[src/rtl/sdram_arbiter.sv]
// sdram_arbiter: grants one of write burst, read burst or auto-refresh to the
// SDRAM command engine, and keeps track of refreshes owed.
//
// Parameters:
//   REF_INTERVAL  clocks between refresh ticks (timer counts 0..REF_INTERVAL-1)
//   REF_PEND_MAX  maximum refreshes held pending (1..15)
//
// Ports:
//   i_clk           sole clock, rising edge
//   i_rst_n         synchronous active-low reset
//   i_init_done     SDRAM power-up init complete (level); low forces idle
//   i_wr_req        write-burst request (level)
//   i_rd_req        read-burst request (level)
//   i_done          one-cycle pulse: granted operation finished
//   o_wr_gnt        write burst granted (registered)
//   o_rd_gnt        read burst granted (registered)
//   o_ref_gnt       auto-refresh granted (registered)
//   o_busy          state is not idle
//   o_ref_pending   refreshes owed
//   o_ref_overflow  sticky: a refresh tick was lost at saturation
//
// Configuration macro SDRAM_ARB_REFRESH_POSTPONE_EN: when defined, pending
// refreshes yield to data requests until the pending count saturates.
// When undefined, any pending refresh is granted ahead of data requests.

module sdram_arbiter #(
    parameter int unsigned REF_INTERVAL = 780,
    parameter int unsigned REF_PEND_MAX = 8
) (
    input  logic       i_clk,
    input  logic       i_rst_n,
    input  logic       i_init_done,
    input  logic       i_wr_req,
    input  logic       i_rd_req,
    input  logic       i_done,
    output logic       o_wr_gnt,
    output logic       o_rd_gnt,
    output logic       o_ref_gnt,
    output logic       o_busy,
    output logic [3:0] o_ref_pending,
    output logic       o_ref_overflow
);

    localparam int unsigned TimerW = (REF_INTERVAL > 1) ? $clog2(REF_INTERVAL) : 1;
    localparam logic [TimerW-1:0] TimerLast = TimerW'(REF_INTERVAL - 1);
    localparam logic [3:0] PendMax = 4'(REF_PEND_MAX);

    typedef enum logic [1:0] {
        StIdle,
        StGntWr,
        StGntRd,
        StGntRef
    } state_e;

    state_e            state_q, state_d;
    logic [TimerW-1:0] timer_q, timer_d;
    logic [3:0]        pending_q, pending_d;
    logic              overflow_q, overflow_d;
    logic              last_wr_q, last_wr_d;   // last data grant was a write
    logic              wr_gnt_q, rd_gnt_q, ref_gnt_q;

    logic tick;
    logic ref_done;
    logic ref_want;

    // Refresh timer and pending-count bookkeeping.
    always_comb begin
        timer_d    = timer_q;
        pending_d  = pending_q;
        overflow_d = overflow_q;
        tick       = 1'b0;
        ref_done   = 1'b0;

        if (!i_init_done) begin
            timer_d   = '0;
            pending_d = '0;
        end else begin
            tick     = (timer_q == TimerLast);
            timer_d  = tick ? '0 : timer_q + 1'b1;
            ref_done = (state_q == StGntRef) && i_done;

            // A tick and a refresh completion in the same cycle cancel out.
            if (tick && !ref_done) begin
                if (pending_q >= PendMax) begin
                    overflow_d = 1'b1;
                end else begin
                    pending_d = pending_q + 4'd1;
                end
            end else if (ref_done && !tick && (pending_q != '0)) begin
                pending_d = pending_q - 4'd1;
            end
        end
    end

`ifdef SDRAM_ARB_REFRESH_POSTPONE_EN
    assign ref_want = ((pending_q != '0) && !i_wr_req && !i_rd_req) ||
                      (pending_q >= PendMax);
`else
    assign ref_want = (pending_q != '0);
`endif

    // Grant FSM: decisions only in idle; grant states wait for i_done.
    always_comb begin
        state_d   = state_q;
        last_wr_d = last_wr_q;

        if (!i_init_done) begin
            state_d = StIdle;
        end else begin
            unique case (state_q)
                StIdle: begin
                    if (ref_want) begin
                        state_d = StGntRef;
                    end else if (i_wr_req && i_rd_req) begin
                        state_d   = last_wr_q ? StGntRd : StGntWr;
                        last_wr_d = !last_wr_q;
                    end else if (i_wr_req) begin
                        state_d   = StGntWr;
                        last_wr_d = 1'b1;
                    end else if (i_rd_req) begin
                        state_d   = StGntRd;
                        last_wr_d = 1'b0;
                    end
                end
                StGntWr, StGntRd, StGntRef: begin
                    if (i_done) begin
                        state_d = StIdle;
                    end
                end
                default: state_d = StIdle;
            endcase
        end
    end

    always_ff @(posedge i_clk) begin
        if (!i_rst_n) begin
            state_q    <= StIdle;
            timer_q    <= '0;
            pending_q  <= '0;
            overflow_q <= 1'b0;
            last_wr_q  <= 1'b0;
            wr_gnt_q   <= 1'b0;
            rd_gnt_q   <= 1'b0;
            ref_gnt_q  <= 1'b0;
        end else begin
            state_q    <= state_d;
            timer_q    <= timer_d;
            pending_q  <= pending_d;
            overflow_q <= overflow_d;
            last_wr_q  <= last_wr_d;
            wr_gnt_q   <= (state_d == StGntWr);
            rd_gnt_q   <= (state_d == StGntRd);
            ref_gnt_q  <= (state_d == StGntRef);
        end
    end

    assign o_wr_gnt       = wr_gnt_q;
    assign o_rd_gnt       = rd_gnt_q;
    assign o_ref_gnt      = ref_gnt_q;
    assign o_busy         = (state_q != StIdle);
    assign o_ref_pending  = pending_q;
    assign o_ref_overflow = overflow_q;

endmodule

[config.mk]
export PLATFORM = sky130hd
export DESIGN_NAME = sdram_arbiter
export DESIGN_NICKNAME = d
export VERILOG_FILES = /design/src/rtl/sdram_arbiter.sv
export SDC_FILE = /design/constraint.sdc
export NUM_CORES = 1
export LEC_CHECK = 0
export CORE_MARGIN = 1
export CORE_UTILIZATION = 52
export DETAILED_ROUTE_END_ITERATION = 7
export PLACE_DENSITY = 0.77
export SYNTH_ARGS = -nofsm -noshare
export SYNTH_HDL_FRONTEND = slang
export SYNTH_SLANG_ARGS = --single-unit
export TNS_END_PERCENT = 5
[constraint.sdc]
create_clock -name i_clk -period 2.5 [get_ports i_clk]
set_input_delay 0.625 -clock i_clk [delete_from_list [all_inputs] [get_ports i_clk]]
set_output_delay 0.625 -clock i_clk [all_outputs]
set_load 0.02 [all_outputs]
# Word-level counts from Yosys, hierarchy flattened
# Index checks and enable logic that the tools add are counted.
# totals
mem_bits_rw	0
elab_cells	56
latch_bits	0
romBits	0
in_bits	6
ff_bits	21
n_memories	0
output_inout_bits	9
# op_classes
eq_ne	8
n_addsub	3
n_shift	0
n_div	0
magnitude_cmp	1
bitwise_logic	3
n_mul	0
reduce_logical	19
muxes	14
# op_table
operator	count
two-way mux 2 bit	7
two-way mux 4 bit	3
adder 10 x 1 -> 10 bit (second input constant)	1
equality test 10 bit (second input constant)	1
equality test 2 bit (second input constant)	4
OR reduction 3 bit	2
logical AND 1 bit	5
adder 4 x 1 -> 4 bit (second input constant)	1
equality test 2 x 1 -> 1 bit (second input constant)	2
greater-or-equal comparator 4 bit (second input constant)	1
case mux 2 bit (2 select lines)	1
AND reduction 2 bit	2
AND reduction 4 bit	1
nonzero test 2 bit	2
nonzero test 4 bit	1
subtractor 4 x 1 -> 4 bit (second input constant)	1
zero test 1 bit	3
two-way mux 1 bit	3
NOT 1 bit	3
AND reduction 3 bit	1
nonzero test 3 bit	1
zero test 2 bit	1
inequality test 2 bit (second input constant)	1

# Depth between registers and ports, before layout
# Gate-level depths: netlist of run 1.
# depth
ltp_word	7
mapped_depth	9
ltp_nobuf	9

# Worst setup path before layout of run 1
# No wires, ideal clock.
# synth_timing
path_type	input -> register
startpoint	input port i_done
endpoint	register pending_q[3], in the netlist o_ref_pending[3]
required_time_ns	2.430
path_stages	7
n_path_buf	0
setup_ns	0.070
path_slack_ns	0.212
arrival_time_ns	2.218
cell_sequence	nand3_1 -> nand4_1 -> ha_1 -> a31o_2 -> a2111oi_0 -> a21o_2 -> o2bb2ai_1
# synth_between
elab_chain_cells	5
word_cells_on_any_way	9
classes_between	eq/ne (1); mux (1); reduce/logical (7)
# synth_rtl
element	line_no	source
start: declaration	35	input logic i_done,
logical AND 1 bit *	80	ref_done = (state_q == StGntRef) && i_done;
zero test 1 bit or logical AND 1 bit (tied branches)	83, 89	
logical AND 1 bit (on tied branches)	83, 89	
inequality test 2 bit (no line) or nonzero test 2 bit (tied branches)	--	
AND reduction 2 bit (no line)	--	
end signal: assignment	148	pending_q <= pending_d;
end: declaration	57	logic [3:0] pending_q, pending_d;
# Every way passes the cells marked *; elsewhere a longest branch is shown, timed or not.
# A chain may end at the register's enable or synchronous reset.

# Final worst setup path of run 1
# Same ends and word-level chain as after synthesis.

==> results.json, run 1 <==
{
  "cpLargestDelayFamily": "buffers and inverters",
  "rsz0062_at_grt": "no",
  "p_per_area_nw_per_um2": 427,
  "cpMaxStageDelayCell": "clkdlybuf4s50_1",
  "clock_path_buffers": 2,
  "skew_ns": 0.00699,
  "nets": 154,
  "clock_latency_ns": 0.29,
  "dpl_cell_area_um2": 1260,
  "status": "finished clean",
  "cts_htree_levels": 1,
  "synth_nets": 131,
  "postCtsResizedCells": 0,
  "path_max_fanout": 4,
  "dieArea_um2": 2220,
  "cap_viol_max_count": 0,
  "cp-end-kind": "flop",
  "dr.pass1.iters": 4,
  "worst_pin_slew_ns": 0.565,
  "synth_top_area_share_pct": 39.8,
  "yosysWarnings": 0,
  "post-route-min-period_ns": 2.34,
  "syn-cell-area_um2": 1060,
  "p_leak_nw": 0.507,
  "finalCritPeriodShare_pct": 93.6,
  "cpPeakStageDelay_ns": 0.42,
  "routed_wirelength_um": 2080,
  "max_slew_margin_pct": 61.8,
  "synth_top_cell_by_area": "dfxtp_1",
  "grt_max_degree": 13,
  "post_drt_wl_per_cell_um": 12.3,
  "cp.depth": 9,
  "cp.arrival_ns": 2.57,
  "ctsHoldBuffers": 0,
  "coreArea_um2": 1820,
  "synthToLayoutAreaGrowth_pct": 22.2,
  "die_w_um": 47.1,
  "root_buffer": "clkbuf_4",
  "cts_buffers": 3,
  "synth-edff-count": 0,
  "required_ns": 2.73,
  "cts_sinks": 21,
  "fmax_ghz": 0.427,
  "syn_inst": 122,
  "antennaDiodeCount": 0,
  "grt_pass1_wl_um": 3390,
  "cp-start-kind": "input port",
  "drtIter0Drc": 14,
  "hp-class": "flop to flop",
  "seq_area_frac_synth_pct": 39.8,
  "gp_congestion": 0.830,
  "portBuffers": 14,
  "final_cell_mix": "dfxtp_1, nor2_1, clkdlybuf4s50_1",
  "cp_num_buf_inv": 2,
  "drv_slew": 0,
  "reg2reg_depth": 9,
  "start_util_pct": 58.1,
  "num_io_pins": 15,
  "crit_chain": "clkdlybuf4s50_1, nand3_1, nand4_1, ha_1, buf_4, mux2_2, a211oi_1, a21o_2, o2bb2ai_1",
  "grt_pass1_vias": 850,
  "overflow": 0,
  "drive_gt1_share_pct": 13.9,
  "grt_antenna_before_repair": 0,
  "ys_seq_elements": 21,
  "worstSetupEndpoint": "o_ref_pending[3]$_SDFFE_PN0P_",
  "hold_viol": 0,
  "cts_tree": "yes",
  "place_ws_ns": -0.120,
  "die_y_um": 47.1,
  "track_usage_pct": 21.7,
  "synth_cell_types": 39,
  "finalInstanceArea_um2": 1290,
  "clk_pin_slew_ns": 0.12,
  "avgSynthCellArea_um2": 8.67,
  "synthTopCellsByArea": "dfxtp_1, nor2_1, xnor2_1",
  "postCtsSetupBuffers": 0,
  "via_per_inst": 5.51,
  "drcViolationCount": 0,
  "r2r_slack_ns": 0.23,
  "holdWs_ns": 0.481,
  "core.rowCount": 15,
  "r2r_start": "timer_q[0]$_SDFF_PP0_",
  "whs_path_depth": 1,
  "ant_nets": 0,
  "crit_type": "input port to flop",
  "timing.rr.end": "o_ref_pending[3]$_SDFFE_PN0P_",
  "hpwl_um": 1630,
  "layout_commonest_cell": "dfxtp_1",
  "crit_start": "i_done",
  "setup_viol_count_final": 0,
  "synthArstFlopShare_pct": 0,
  "setup_ws_ns": 0.160,
  "synth_ff_type": "dfxtp_1",
  "peakVddDrop_uv": 546,
  "vias": 931
}
where the power goes:
group / internal, W / switching (W)
logic: 0.0000235 / 0.0000239
registers: 0.000341 / 0.00000436
clock network: 0.0000594 / 0.000100
cell usage after synthesis (2+ instances only):
| cell type | count |
|---|---|
| and2_1 | 2 |
| dfxtp_1 | 21 |
| nand2_1 | 11 |
| a31oi_1 | 3 |
| a21oi_1 | 7 |
| xnor2_1 | 6 |
| or2_2 | 2 |
| nor2b_1 | 4 |
| inv_1 | 4 |
| and3_1 | 4 |
| ha_1 | 3 |
| nand3_1 | 7 |
| xor2_1 | 3 |
| mux2i_1 | 2 |
| nor2_1 | 19 |
cell type report:
cell class              count  area (µm²)
well taps                  25        31.3
flip-flops and latches     21         420
clock buffers               3        22.5
clock inverters             1        5.00
fillers                   156         528
repair buffers             20         185
multi-input cells          95         613
inverters                   4        15.0
worst min-delay path by stage:
stage | startpoint | to | slack, ns
finish | timer_q[0]$_SDFF_PP0_ | timer_q[0]$_SDFF_PP0_ | 0.48
floorplan | timer_q[0]$_SDFF_PP0_ | timer_q[0]$_SDFF_PP0_ | 0.43
CTS | timer_q[0]$_SDFF_PP0_ | timer_q[0]$_SDFF_PP0_ | 0.48
global placement | timer_q[0]$_SDFF_PP0_ | timer_q[0]$_SDFF_PP0_ | 0.44
global route | timer_q[0]$_SDFF_PP0_ | timer_q[0]$_SDFF_PP0_ | 0.51
detailed placement | timer_q[0]$_SDFF_PP0_ | timer_q[0]$_SDFF_PP0_ | 0.45
sequential cells by signal, indices dropped and copies added, names as in the netlist:
signal	flops
o_ref_gnt	1
state_q	2
o_wr_gnt	1
o_rd_gnt	1
o_ref_pending	4
timer_q	10
last_wr_q	1
o_ref_overflow	1
metal layers:
metal	wire length [µm]	global-route usage (%)	share of wire, %	up-vias
met1	990	25.1	48	442
met5	0	0	0	-
met3	52	3.85	2.5	4
met4	31	5.14	1.5	0
li1	-	-	-	470
met2	1010	41.1	48	15
per-stage QoR:
stage	total power, W	TNS (ns)	utilization, %	instances
2_1_floorplan	0.000377	0	-	122
3_3_place_gp	0.000398	-0.0660	69.5	165
3_5_place_dp	0.000400	-0.209	69.5	165
4_1_cts	0.000559	0	71.0	169
5_1_grt	0.000582	0	71.0	169
6_report	0.000552	0	71.0	169
logic make-up (layout without fill, tap and decap cells):
| group | Yosys count | count (layout) | share of synthesized area [%] |
|---|---|---|---|
| mux | 4 | 4 | 4.38 |
| buf+inv | 6 | 28 | 2.25 |
| simple gates | 59 | 59 | 30.2 |
| compound gates | 20 | 20 | 12.4 |
| xor+xnor | 9 | 9 | 7.46 |
| flops | 21 | 21 | 39.8 |
| fa+ha+maj | 3 | 3 | 3.55 |
Note: power is estimated with default switching activity, not from simulation.
==> run 2, diff against run 1 <==
Settings changed: CORE_ASPECT_RATIO set to 1.5.
==> run 2 against run 1 <==
Against the previous run:
- clock power decreased by 3%
- maximum frequency increased by 1.3%
- count of clock-buffer cells in the layout unchanged
- largest power group unchanged
- highest routed layer unchanged
- register-to-register slack improved by 0.02 ns
==> results.json, run 2 (same netlist as run 1, synthesis figures left out) <==
{
  "regMostFlops": "timer_q",
  "drv_slew": 0,
  "tns_ns": 0,
  "layout_commonest_cell": "dfxtp_1",
  "r2r_start": "timer_q[0]$_SDFF_PP0_",
  "gp_congestion": 0.729,
  "placed_cells": 161,
  "hold_start": "timer_q[0]$_SDFF_PP0_",
  "die_y_um": 57.2,
  "synthToLayoutAreaGrowth_pct": 21.8,
  "p_per_area_nw_per_um2": 425,
  "cts_buffers": 3,
  "start_util_pct": 56.3,
  "coreArea_um2": 1880,
  "clk_pin_slew_ns": 0.11,
  "setup_viol_count_final": 0,
  "drive_gt1_share_pct": 13.9,
  "cpPeakStageDelay_ns": 0.42,
  "grt_pass1_wl_um": 3510,
  "power_frac_comb_pct": 8.5,
  "ctsHoldBuffers": 0,
  "cts_sinks": 21,
  "grt_antenna_before_repair": 0,
  "clock_power_share_pct": 28.5,
  "grt_pass1_vias": 850,
  "largest_reg_flops": 10,
  "cpMaxStageDelayCell": "clkdlybuf4s50_1",
  "crit_chain": "clkdlybuf4s50_1, nand3_1, nand4_1, ha_1, a31o_2, a2111oi_0, a21o_2, o2bb2ai_1",
  "core.rowCount": 19,
  "finalCritPeriodShare_pct": 92.4,
  "crit_start": "i_done",
  "cts_tree": "yes",
  "hpwl_um": 1540,
  "p_int_w": 0.000424,
  "post_drt_wl_per_cell_um": 12.0,
  "drtIter0Drc": 21,
  "final_core_util_pct": 68.6,
  "cp-end-kind": "flop",
  "p_leak_nw": 0.507,
  "peakVddDrop_uv": 350,
  "place_ws_ns": -0.0901,
  "cts_htree_levels": 1,
  "setup_ws_ns": 0.189,
  "hp-class": "flop to flop",
  "cp-start-kind": "input port",
  "path_max_fanout": 3,
  "crit_type": "input port to flop",
  "vias": 913,
  "cap_viol_max_count": 0,
  "track_usage_pct": 21.8,
  "clock_path_buffers": 2,
  "postCtsSetupBuffers": 0,
  "routed_wirelength_um": 1970,
  "nets": 154,
  "portBuffers": 14,
  "switching_share_pct": 22.6,
  "postCtsResizedCells": 0,
  "num_io_pins": 15,
  "area.sequential_um2": 420,
  "power.switching_w": 0.000124,
  "worst_pin_slew_ns": 0.474,
  "fmax_ghz": 0.433,
  "antennaDiodeCount": 0,
  "post-route-min-period_ns": 2.31,
  "cp.arrival_ns": 2.55,
  "rsz0062_at_grt": "no",
  "die_w_um": 38.8,
  "dieArea_um2": 2220,
  "root_buffer": "clkbuf_4",
  "holdWs_ns": 0.469,
  "multiInputGateArea_um2": 613,
  "instances_no_fill": 165,
  "max_slew_margin_pct": 68.0,
  "skew_ns": 0.00496,
  "clock_latency_ns": 0.30,
  "seqPwrFrac_pct": 63.0,
  "drcViolationCount": 0,
  "ant_nets": 0,
  "overflow": 0,
  "via_per_inst": 5.53,
  "dr.pass1.iters": 4,
  "fillers": 173,
  "required_ns": 2.74,
  "grt_max_degree": 13,
  "status": "finished clean",
  "final_cell_mix": "dfxtp_1, nor2_1, clkdlybuf4s50_1",
  "hold_viol": 0
}
## run 2: cell type report
cell class	instances	area share (%)
tap	21	2.04
timing repair buffer	20	14.4
clock inverter	1	0.389
sequential	21	32.7
clock buffer	3	1.75
multi-input combinational	95	47.6
inverter	4	1.17
## run 2: final timing paths
path / slack [ns] / end / cells past startpoint
setup reg to reg: 0.25 / o_ref_pending[3]$_SDFFE_PN0P_ / 8
hold / removal: 0.47 / timer_q[0]$_SDFF_PP0_ / 1
setup / recovery: 0.19 / o_ref_pending[3]$_SDFFE_PN0P_ / 8
hold reg to reg: 0.47 / timer_q[0]$_SDFF_PP0_ / 1
## run 2: layer usage
layer,vias to the layer above,routed length [µm],GRT usage (%)
met3,2,54,3.50
li1,470,-,-
met4,0,16,10.3
met2,12,1030,35.5
met1,429,868,26.8
met5,-,0,0
## run 2: power groups by stage
stage	logic (W)	clock network (W)	registers (W)
final	0.0000467	0.000156	0.000345
after global routing	0.0000520	0.000175	0.000346
after CTS	0.0000474	0.000164	0.000345
after detailed placement	0.0000471	0	0.000352
after global placement	0.0000464	0	0.000352
after floorplan	0.0000235	0	0.000354
## run 2: stage by stage
step | instance area [µm²] | total power, W
finish | 1290 | 0.000547
global route | 1290 | 0.000574
CTS | 1290 | 0.000556
detailed placement | 1260 | 0.000400
global placement | 1260 | 0.000399
floorplan | 1060 | 0.000377
## run 2: worst max-delay path, delay by kind of cell
kind / cells / cell delay [ns]
buf+inv: 1 / 0.42
compound gates: 4 / 0.92
simple gates: 2 / 0.24
fa+ha+maj: 1 / 0.34
